[src/rtl/regfile_writeback_pkg.sv]
// Shared definitions for the EV22 register-file write side: register indices,
// default widths and the output-port handshake state.
package regfile_writeback_pkg;

    localparam int DATA_W = 16;
    localparam int SEL_W  = 6;

    localparam int R_PI0  = 28;
    localparam int R_PI1  = 29;
    localparam int R_PO0  = 30;
    localparam int R_PO1  = 31;
    localparam int R_R32  = 32;
    localparam int R_R33  = 33;
    localparam int R_WREG = 34;

    typedef enum logic {
        IDLE   = 1'b0,
        STROBE = 1'b1
    } strobe_state_e;

    function automatic logic is_out_port(input logic [31:0] sel);
        return (sel == 32'(R_PO0)) || (sel == 32'(R_PO1));
    endfunction

endpackage

[src/rtl/regfile_writeback_port_strobe_ctrl.sv]
// Output-port handshake: holds po_strobe for the addressed port until po_ack
// arrives or ACK_TIMEOUT strobe cycles elapse, then returns to IDLE.
module port_strobe_ctrl
    import regfile_writeback_pkg::*;
#(
    parameter int ACK_TIMEOUT = 255
) (
    input  logic       clk,
    input  logic       rst_n,
    input  logic       start,
    input  logic       start_port,
    input  logic [1:0] po_ack,
    output logic       busy,
    output logic [1:0] po_strobe,
    output logic       err_timeout
);

    localparam int CNT_W = 8;

    strobe_state_e    state_q, state_d;
    logic [CNT_W-1:0] cnt_q, cnt_d;
    logic             port_q, port_d;
    logic [1:0]       strobe_q, strobe_d;
    logic             err_timeout_q, err_timeout_d;

    always_comb begin
        // NOTE: every _d is given a default before any branch so no latch is inferred.
        state_d       = state_q;
        cnt_d         = cnt_q;
        port_d        = port_q;
        strobe_d      = strobe_q;
        err_timeout_d = 1'b0;
        unique case (state_q)
            IDLE: begin
                if (start) begin
                    state_d  = STROBE;
                    port_d   = start_port;
                    cnt_d    = '0;
                    strobe_d = start_port ? 2'b10 : 2'b01;
                end
            end
            STROBE: begin
                // Acknowledge is tested first so it wins over a coincident timeout.
                if (po_ack[port_q]) begin
                    state_d  = IDLE;
                    cnt_d    = '0;
                    strobe_d = 2'b00;
                end else if (cnt_q == CNT_W'(ACK_TIMEOUT - 1)) begin
                    state_d       = IDLE;
                    cnt_d         = '0;
                    strobe_d      = 2'b00;
                    err_timeout_d = 1'b1;
                end else begin
                    cnt_d = cnt_q + CNT_W'(1);
                end
            end
            default: begin
                state_d  = IDLE;
                strobe_d = 2'b00;
            end
        endcase
    end

    always_ff @(posedge clk) begin
        // NOTE: sequential state is written with <= only; all next-state math is in always_comb.
        if (!rst_n) begin
            state_q       <= IDLE;
            cnt_q         <= '0;
            port_q        <= 1'b0;
            strobe_q      <= 2'b00;
            err_timeout_q <= 1'b0;
        end else begin
            state_q       <= state_d;
            cnt_q         <= cnt_d;
            port_q        <= port_d;
            strobe_q      <= strobe_d;
            err_timeout_q <= err_timeout_d;
        end
    end

    assign busy        = (state_q == STROBE);
    assign po_strobe   = strobe_q;
    assign err_timeout = err_timeout_q;

endmodule

[src/rtl/regfile_writeback.sv]
// EV22 register-file write side: decodes bus C writes into r0..r27, r32..r34
// and the output ports, and synchronises the input ports into r28/r29.
module regfile_writeback #(
    parameter int DATA_W      = regfile_writeback_pkg::DATA_W,
    parameter int SEL_W       = regfile_writeback_pkg::SEL_W,
    parameter int NUM_GPR     = 28,
    parameter int SYNC_STAGES = 2,
    parameter int ACK_TIMEOUT = 255
) (
    input  logic                      clk,
    input  logic                      rst_n,
    input  logic                      wr_valid,
    output logic                      wr_ready,
    input  logic [SEL_W-1:0]          Sel_C,
    input  logic [DATA_W-1:0]         Data_C,
    input  logic [DATA_W-1:0]         pi0_in,
    input  logic [DATA_W-1:0]         pi1_in,
    output logic [NUM_GPR*DATA_W-1:0] gpr_flat,
    output logic [DATA_W-1:0]         r28,
    output logic [DATA_W-1:0]         r29,
    output logic [DATA_W-1:0]         r32,
    output logic [DATA_W-1:0]         r33,
    output logic [DATA_W-1:0]         Working_Register,
    output logic [DATA_W-1:0]         po0,
    output logic [DATA_W-1:0]         po1,
    output logic [1:0]                po_strobe,
    input  logic [1:0]                po_ack,
    output logic                      err_ro,
    output logic                      err_illegal,
    output logic                      err_timeout
);

    import regfile_writeback_pkg::*;

    logic [DATA_W-1:0] gpr_q [NUM_GPR];
    logic [DATA_W-1:0] gpr_d [NUM_GPR];
    logic [DATA_W-1:0] r32_q, r32_d, r33_q, r33_d, wreg_q, wreg_d;
    logic [DATA_W-1:0] po0_q, po0_d, po1_q, po1_d;
    logic [DATA_W-1:0] pi0_sync_q [SYNC_STAGES];
    logic [DATA_W-1:0] pi0_sync_d [SYNC_STAGES];
    logic [DATA_W-1:0] pi1_sync_q [SYNC_STAGES];
    logic [DATA_W-1:0] pi1_sync_d [SYNC_STAGES];
    logic              err_ro_q, err_ro_d, err_illegal_q, err_illegal_d;

    logic        accept;
    logic        busy;
    logic        po_start;
    logic        po_port;
    logic [31:0] sel_idx;

    assign wr_ready = !busy;
    assign accept   = wr_valid && wr_ready;
    assign sel_idx  = 32'(Sel_C);
    assign po_start = accept && is_out_port(sel_idx);
    assign po_port  = (sel_idx == 32'(R_PO1));

    always_comb begin
        gpr_d         = gpr_q;
        r32_d         = r32_q;
        r33_d         = r33_q;
        wreg_d        = wreg_q;
        po0_d         = po0_q;
        po1_d         = po1_q;
        err_ro_d      = 1'b0;
        err_illegal_d = 1'b0;
        if (accept) begin
            if (sel_idx < 32'(NUM_GPR)) begin
                for (int i = 0; i < NUM_GPR; i++) begin
                    if (sel_idx == 32'(i)) gpr_d[i] = Data_C;
                end
            end else if (sel_idx == 32'(R_PI0) || sel_idx == 32'(R_PI1)) begin
                err_ro_d = 1'b1;
            end else if (sel_idx == 32'(R_PO0)) begin
                po0_d = Data_C;
            end else if (sel_idx == 32'(R_PO1)) begin
                po1_d = Data_C;
            end else if (sel_idx == 32'(R_R32)) begin
                r32_d = Data_C;
            end else if (sel_idx == 32'(R_R33)) begin
                r33_d = Data_C;
            end else if (sel_idx == 32'(R_WREG)) begin
                wreg_d = Data_C;
            end else begin
                err_illegal_d = 1'b1;
            end
        end
    end

    always_comb begin
        pi0_sync_d[0] = pi0_in;
        pi1_sync_d[0] = pi1_in;
        for (int s = 1; s < SYNC_STAGES; s++) begin
            pi0_sync_d[s] = pi0_sync_q[s-1];
            pi1_sync_d[s] = pi1_sync_q[s-1];
        end
    end

    always_ff @(posedge clk) begin
        if (!rst_n) begin
            // NOTE: the register array is reset too: software relies on r0..r27 reading zero after reset.
            for (int i = 0; i < NUM_GPR; i++) gpr_q[i] <= '0;
            for (int s = 0; s < SYNC_STAGES; s++) begin
                pi0_sync_q[s] <= '0;
                pi1_sync_q[s] <= '0;
            end
            r32_q         <= '0;
            r33_q         <= '0;
            wreg_q        <= '0;
            po0_q         <= '0;
            po1_q         <= '0;
            err_ro_q      <= 1'b0;
            err_illegal_q <= 1'b0;
        end else begin
            gpr_q         <= gpr_d;
            pi0_sync_q    <= pi0_sync_d;
            pi1_sync_q    <= pi1_sync_d;
            r32_q         <= r32_d;
            r33_q         <= r33_d;
            wreg_q        <= wreg_d;
            po0_q         <= po0_d;
            po1_q         <= po1_d;
            err_ro_q      <= err_ro_d;
            err_illegal_q <= err_illegal_d;
        end
    end

    port_strobe_ctrl #(
        .ACK_TIMEOUT (ACK_TIMEOUT)
    ) u_port_strobe_ctrl (
        .clk         (clk),
        .rst_n       (rst_n),
        .start       (po_start),
        .start_port  (po_port),
        .po_ack      (po_ack),
        .busy        (busy),
        .po_strobe   (po_strobe),
        .err_timeout (err_timeout)
    );

    for (genvar g = 0; g < NUM_GPR; g++) begin : g_flat
        assign gpr_flat[g*DATA_W +: DATA_W] = gpr_q[g];
    end

    assign r28              = pi0_sync_q[SYNC_STAGES-1];
    assign r29              = pi1_sync_q[SYNC_STAGES-1];
    assign r32              = r32_q;
    assign r33              = r33_q;
    assign Working_Register = wreg_q;
    assign po0              = po0_q;
    assign po1              = po1_q;
    assign err_ro           = err_ro_q;
    assign err_illegal      = err_illegal_q;

endmodule

[config.mk]
export PLATFORM = sky130hd
export DESIGN_NAME = regfile_writeback
export DESIGN_NICKNAME = d
export VERILOG_FILES = /design/src/rtl/regfile_writeback_pkg.sv /design/src/rtl/regfile_writeback_port_strobe_ctrl.sv /design/src/rtl/regfile_writeback.sv
export SDC_FILE = /design/constraint.sdc
export NUM_CORES = 1
export LEC_CHECK = 0
export CORE_AREA = 3 3 241 243
export DETAILED_ROUTE_END_ITERATION = 12
export DIE_AREA = 0 0 244 246
export PLACE_DENSITY = 0.7
export SYNTH_ARGS = -nofsm -noshare
export SYNTH_HDL_FRONTEND = slang
export SYNTH_HIERARCHICAL = 1
export SYNTH_SLANG_ARGS = --single-unit
[constraint.sdc]
create_clock -name clk -period 2.11 [get_ports clk]
set_clock_uncertainty 0.05 [all_clocks]
set_input_delay 0.422 -clock clk [delete_from_list [all_inputs] [get_ports clk]]
set_output_delay 0.422 -clock clk [all_outputs]
set_load 0.01 [all_outputs]
# Yosys cells after proc, flatten, opt, wreduce, memory -nomap -nowiden
# Index checks and enable logic that the tools add are counted.
totals:
  ff_bits: 607
  inputBits: 59
  output_inout_bits: 566
  word_cells: 155
op_classes:
  add_sub_neg: 1
  order_cmp: 2
  n_eq_ne: 37
  n_mux: 18
  bitwise_logic: 9
  reduce_logical: 44
op_table:
  columns: ["operator", "count"]
  rows:
  - ["equality test 6 x 5 -> 1 bit, second input constant", 16]
  - ["AND reduction 3 bit", 28]
  - ["equality test 6 x 4 -> 1 bit, second input constant", 8]
  - ["zero test 32 bit", 1]
  - ["equality test 6 x 3 -> 1 bit, second input constant", 4]
  - ["two-way mux 8 bit", 3]
  - ["equality test 6 bit, second input constant", 3]
  - ["case mux 8 bit (2 select lines)", 1]
  - ["equality test 6 x 2 -> 1 bit, second input constant", 2]
  - ["inverter 1 bit", 9]
  - ["adder 8 x 1 -> 8 bit, second input constant", 1]
  - ["equality test 8 bit, second input constant", 1]
  - ["two-way mux 1 bit", 8]
  - ["two-way mux 2 bit", 4]
  - ["AND reduction 8 bit", 1]
  - ["OR reduction 8 bit", 1]
  - ["AND reduction 7 bit", 1]
  - ["equality test 6 x 1 -> 1 bit, second input constant", 1]
  - ["less-than comparator 6 x 5 -> 1 bit, second input constant", 1]
  - ["AND reduction 6 bit", 1]
  - ["OR reduction 3 bit", 2]
  - ["AND reduction 5 bit", 1]
  - ["case mux 2 bit (2 select lines)", 1]
  - ["AND reduction 2 bit", 2]
  - ["8 further kinds", 10]

# Logic depth before layout (Yosys ltp)
# Gate-level depths: netlist of run 1.
logic_depth:
  word_depth: 5
  mapped_depth: 9
  depth_no_buf: 6

# Modules after synthesis
# Netlist of run 1, hierarchy kept.
modules_own_cells:
  columns: ["mod", "instances", "cells_per_inst", "area_per_inst_um2", "seq_area_each_um2"]
  rows:
  - ["regfile_writeback", 1, 1952, 20833.7, 11891.4]
  - ["port_strobe_ctrl", 1, 72, 599.3, 260.2]

# Least setup slack after synthesis of run 1
# Ideal clock, no wire load.
synth_path:
  kind: "input-to-reg"
  from: "input Sel_C[4]"
  to: "register u_port_strobe_ctrl.cnt_q[5]"
  setup_time_ps: 121
  arrival_ps: 1830
  required_time_ps: 1939
  setup_slack_ps: 109
  cell_stages: 9
  n_path_buf: 3
  path_cell_list: "clkbuf_2 -> nor4bb_1 -> buf_2 -> and4_1 -> nor2_1 -> clkbuf_1 -> nor3_1 -> xnor2_1 -> nor2_1"
synth_between:
  elab_chain_len: 4
  elab_cells_between_ends: 5
  classes_between: "eq/ne: 3; reduce/logical: 2"
synth_rtl:
  columns: ["element", "line", "rtl"]
  rows:
  - ["start, declared", "regfile_writeback.sv:14", "input logic [SEL_W-1:0] Sel_C,"]
  - ["equality test 6 x 5 -> 1 bit", "regfile_writeback_pkg.sv:22", "return (sel == 32'(R_PO0)) || (sel == 32'(R_PO1));"]
  - ["logical OR 1 bit *", "regfile_writeback_pkg.sv:22", null]
  - ["logical AND 1 bit *", "regfile_writeback.sv:54", "assign po_start = accept && is_out_port(sel_idx);"]
  - ["named net po_start", "regfile_writeback.sv:47", "logic po_start;"]
  - ["inequality test 2 bit (no source line) *", null, null]
  - ["end signal, assigned", "regfile_writeback_port_strobe_ctrl.sv:74", "cnt_q <= cnt_d;"]
  - ["end, declared", "regfile_writeback_port_strobe_ctrl.sv:21", "logic [CNT_W-1:0] cnt_q, cnt_d;"]
# The timed path passes the listed nets; every way through them passes the cells marked *.
# A chain may end at the register's enable or synchronous reset.

# Final worst setup path of run 1
layout_path:
  from: "register gpr_q (netlist bit gpr_flat[0])"
  to: "output gpr_flat[0]"
layout_rtl:
  columns: ["element", "line", "rtl"]
  rows:
  - ["start, declared", "regfile_writeback.sv:35", "logic [DATA_W-1:0] gpr_q [NUM_GPR];"]
  - ["start signal, assigned", "regfile_writeback.sv:114", "gpr_q <= gpr_d;"]
  - ["end, declared", "regfile_writeback.sv:18", "output logic [NUM_GPR*DATA_W-1:0] gpr_flat,"]
# No word-level cell between the ends.

==> reports/qor.txt, run 1 <==
Largest family of logic cells by synthesized area -> multiplexers
CTS sink count -> 607
ANT nets after route -> 0
Final Max Slew Viols -> 0
Predominant post-synthesis flop cell -> dfxtp_1
Count leader, synth -> dfxtp_1
Synth area leaders -> dfxtp_1 57%, mux2i_1 25%, nand2_1 9.7%
Crit path time final -> 2030 ps
Vias per inst -> 4.846
Pre-CTS setup slack -> -400.9 ps
Adder-Cell Fraction of Synth Area -> 0.1168%
Drt wl/cell -> 21.56 um
Die Wd -> 244 um
Worst path slowest cell -> clkdlybuf4s50_1
Async set-reset flop share out of synthesis -> 0%
Peak VDD IR -> 609.2 uV
Crit path launch type -> flip-flop
Final instance area -> 31680 um^2
TNS Setup -> 0 ps
GRT overflow -> 0
Worst Slack Setup Final -> 79.73 ps
Antenna violations before repair -> 1
Top-area cell type share of the netlist area -> 56.70%
Placer Congestion -> 0.7989
Total GRT Usage -> 23.94%
Post-CTS Repair Setup Buffers -> 0
Final worst-path cycle share -> 96.22%
FILL cells -> 4783
Max-cap violations -> 0
Top cells by count, synth -> 607 x dfxtp_1, 555 x nand2_1, 529 x mux2i_1
Crit path DAT -> 1560 ps
CTS resizes -> 3
IO Count -> 625
Drt drc -> 0
Buf+Inv Stages, Crit Path -> 1
Max stage delay on crit path -> 590 ps
Worst hold slack -> 210.3 ps
Sequential-to-total area share from yosys stat -> 56.70%
Largest net degree at the start of global routing -> 115
Mean post-synth cell area -> 10.59 um^2
TritonCTS Buffers -> 66
Clk Latency, worst-skew pair -> 590 ps
Seq cells post-synth -> 607
Worst-Margin Slew -> 505.1 ps
Detailed-placement wirelength estimate -> 49.56 mm
Placed Area -> 29420 um^2
IO buf count -> 624
Mapped Area -> 21430 um^2
Clock buffer depth -> 3
Site Rows -> 87
Clock slew at reported path FFs -> 60 ps
XOR/XNOR share of the synthesized area -> 0.08173%
Critical Path, Cell by Cell -> clkdlybuf4s50_1
Die Area -> 60020 um^2
Final setup viols -> 0
Req. time, crit path -> 1640 ps
Mux contribution to synthesized area -> 24.77%
Die height -> 246 um
Crit end category -> output pin
Number of global-route vias before repair -> 17040
Final hold violations -> 0
Status -> complete, no violations
DR vias -> 16770
Worst slew margin -> 66.33%
Largest area contributor in the netlist -> dfxtp_1
EDFF count, synth -> 0
CTS Hold Buffers Added -> 0
Drt first pass iters -> 5
Unrepaired setup endpoints after global routing -> false
N_diodes -> 0
Synthesized net count -> 2085
Clk root buf -> clkbuf_16
Crit path max-delay family -> buffers and inverters
Complex-gate fraction of the synthesized area -> 0.4028%
First-pass GRT wire length -> 108.4 mm
Type of the worst setup path -> flip-flop to output pin
CTS tree -> yes
CP max FO -> 2
Overall Power -> 24690 uW
CTS HTree Levels -> 3
Placeable Area -> 56170 um^2
Mapped Cells -> 2024
Worst hold-check path type -> input pin to flip-flop
Leakage -> 0.01414 uW
Initial DRC count -> 715
Initial Util -> 38.16%
Achievable clock frequency -> 0.4925 GHz
Post-Synth Simple-Gate Area -> 14.33%
Netlist cell types -> 39
YS warnings -> 6
Drt total wl -> 74.61 mm
PwrDens -> 779.3 nW/um^2
Area Growth Syn to Fin -> 47.80%
Layout cells sized above 1 -> 9.575%
Final nets -> 2714
==> metrics by stage <==
| stage | cells | utilization [%] |
|---|---|---|
| 2_1_floorplan | 2024 | - |
| 3_3_place_gp | 3341 | 52.37 |
| 3_5_place_dp | 3341 | 52.37 |
| 4_1_cts | 3461 | 56.39 |
| 5_1_grt | 3461 | 56.40 |
| 6_report | 3461 | 56.40 |
==> sequential cells by signal, indices dropped and copies added, names as in the netlist, 8 cells and up <==
name,cells
Working_Register,16
r29,16
po1,16
u_port_strobe_ctrl/cnt_q,8
pi1_sync_d,16
gpr_flat,448
r28,16
r32,16
po0,16
r33,16
pi0_sync_d,16
==> worst min-delay path, cell delays in order <==
cell     delay, ps
buf_8          180
nand2_1        110
mux2i_1         50
==> layout make-up <==
type	count	area (um^2)	area share, %
multi-input combinational	1245	8589	27.11
sequential	607	12150	38.36
inverter	4	15.01	0.04740
clock buffer	95	1914	6.043
timing repair buffer	729	7715	24.35
clock inverter	25	346.6	1.094
tap	756	945.9	2.986
==> where the power goes <==
group	switching (uW)	leakage [uW]	internal, uW
sequential	36.3	0.00490	11600
combinational	714	0.00813	459
clock	4700	0.00111	7220
total	5450	0.0141	19200
==> worst paths after layout <==
path,start,endpoint,slack [ps],depth (start not counted)
worst min-delay path,rst_n,gpr_flat[248],210,3
worst max-delay path,gpr_flat[0],gpr_flat[0],80,1
worst min register to register,pi0_sync_d[3],r28[3],380,1
worst max register to register,u_port_strobe_ctrl/busy,po1[6],240,5
==> metal layers <==
layer	GRT usage, %	share of wire, %
met1	28.34	41
met2	40.73	48
met3	6.987	7.4
met4	9.836	3.8
met5	0	0.017
==> cells in the final DEF, fill, tap and decap left out, types with 17 or more instances in the layout <==
cell	instances
clkdlybuf4s50_1	620
nand2_2	19
and2_1	65
buf_12	54
nand2_1	539
dfxtp_1	606
clkbuf_16	69
buf_4	50
clkbuf_1	17
mux2i_1	529
==> cells by family after synthesis <==
| group | after synthesis |
|---|---|
| simple gates | 696 |
| buf+inv | 172 |
| flops | 607 |
| mux | 530 |
| compound gates | 15 |
| fa+ha+maj | 2 |
| xor+xnor | 2 |
(Power assumes the default switching activity.)
==> inputs of run 2 (changes only) <==
--- a/config.mk
+++ b/config.mk
@@ -5,6 +5,7 @@
 export SDC_FILE = /design/constraint.sdc
 export NUM_CORES = 1
 export LEC_CHECK = 0
+export CAP_MARGIN = 40
 export CORE_AREA = 3 3 241 243
 export DETAILED_ROUTE_END_ITERATION = 12
 export DIE_AREA = 0 0 244 246
==> results of run 2 <==
No change in the layout: final DEF, timing and power equal those of run 1.
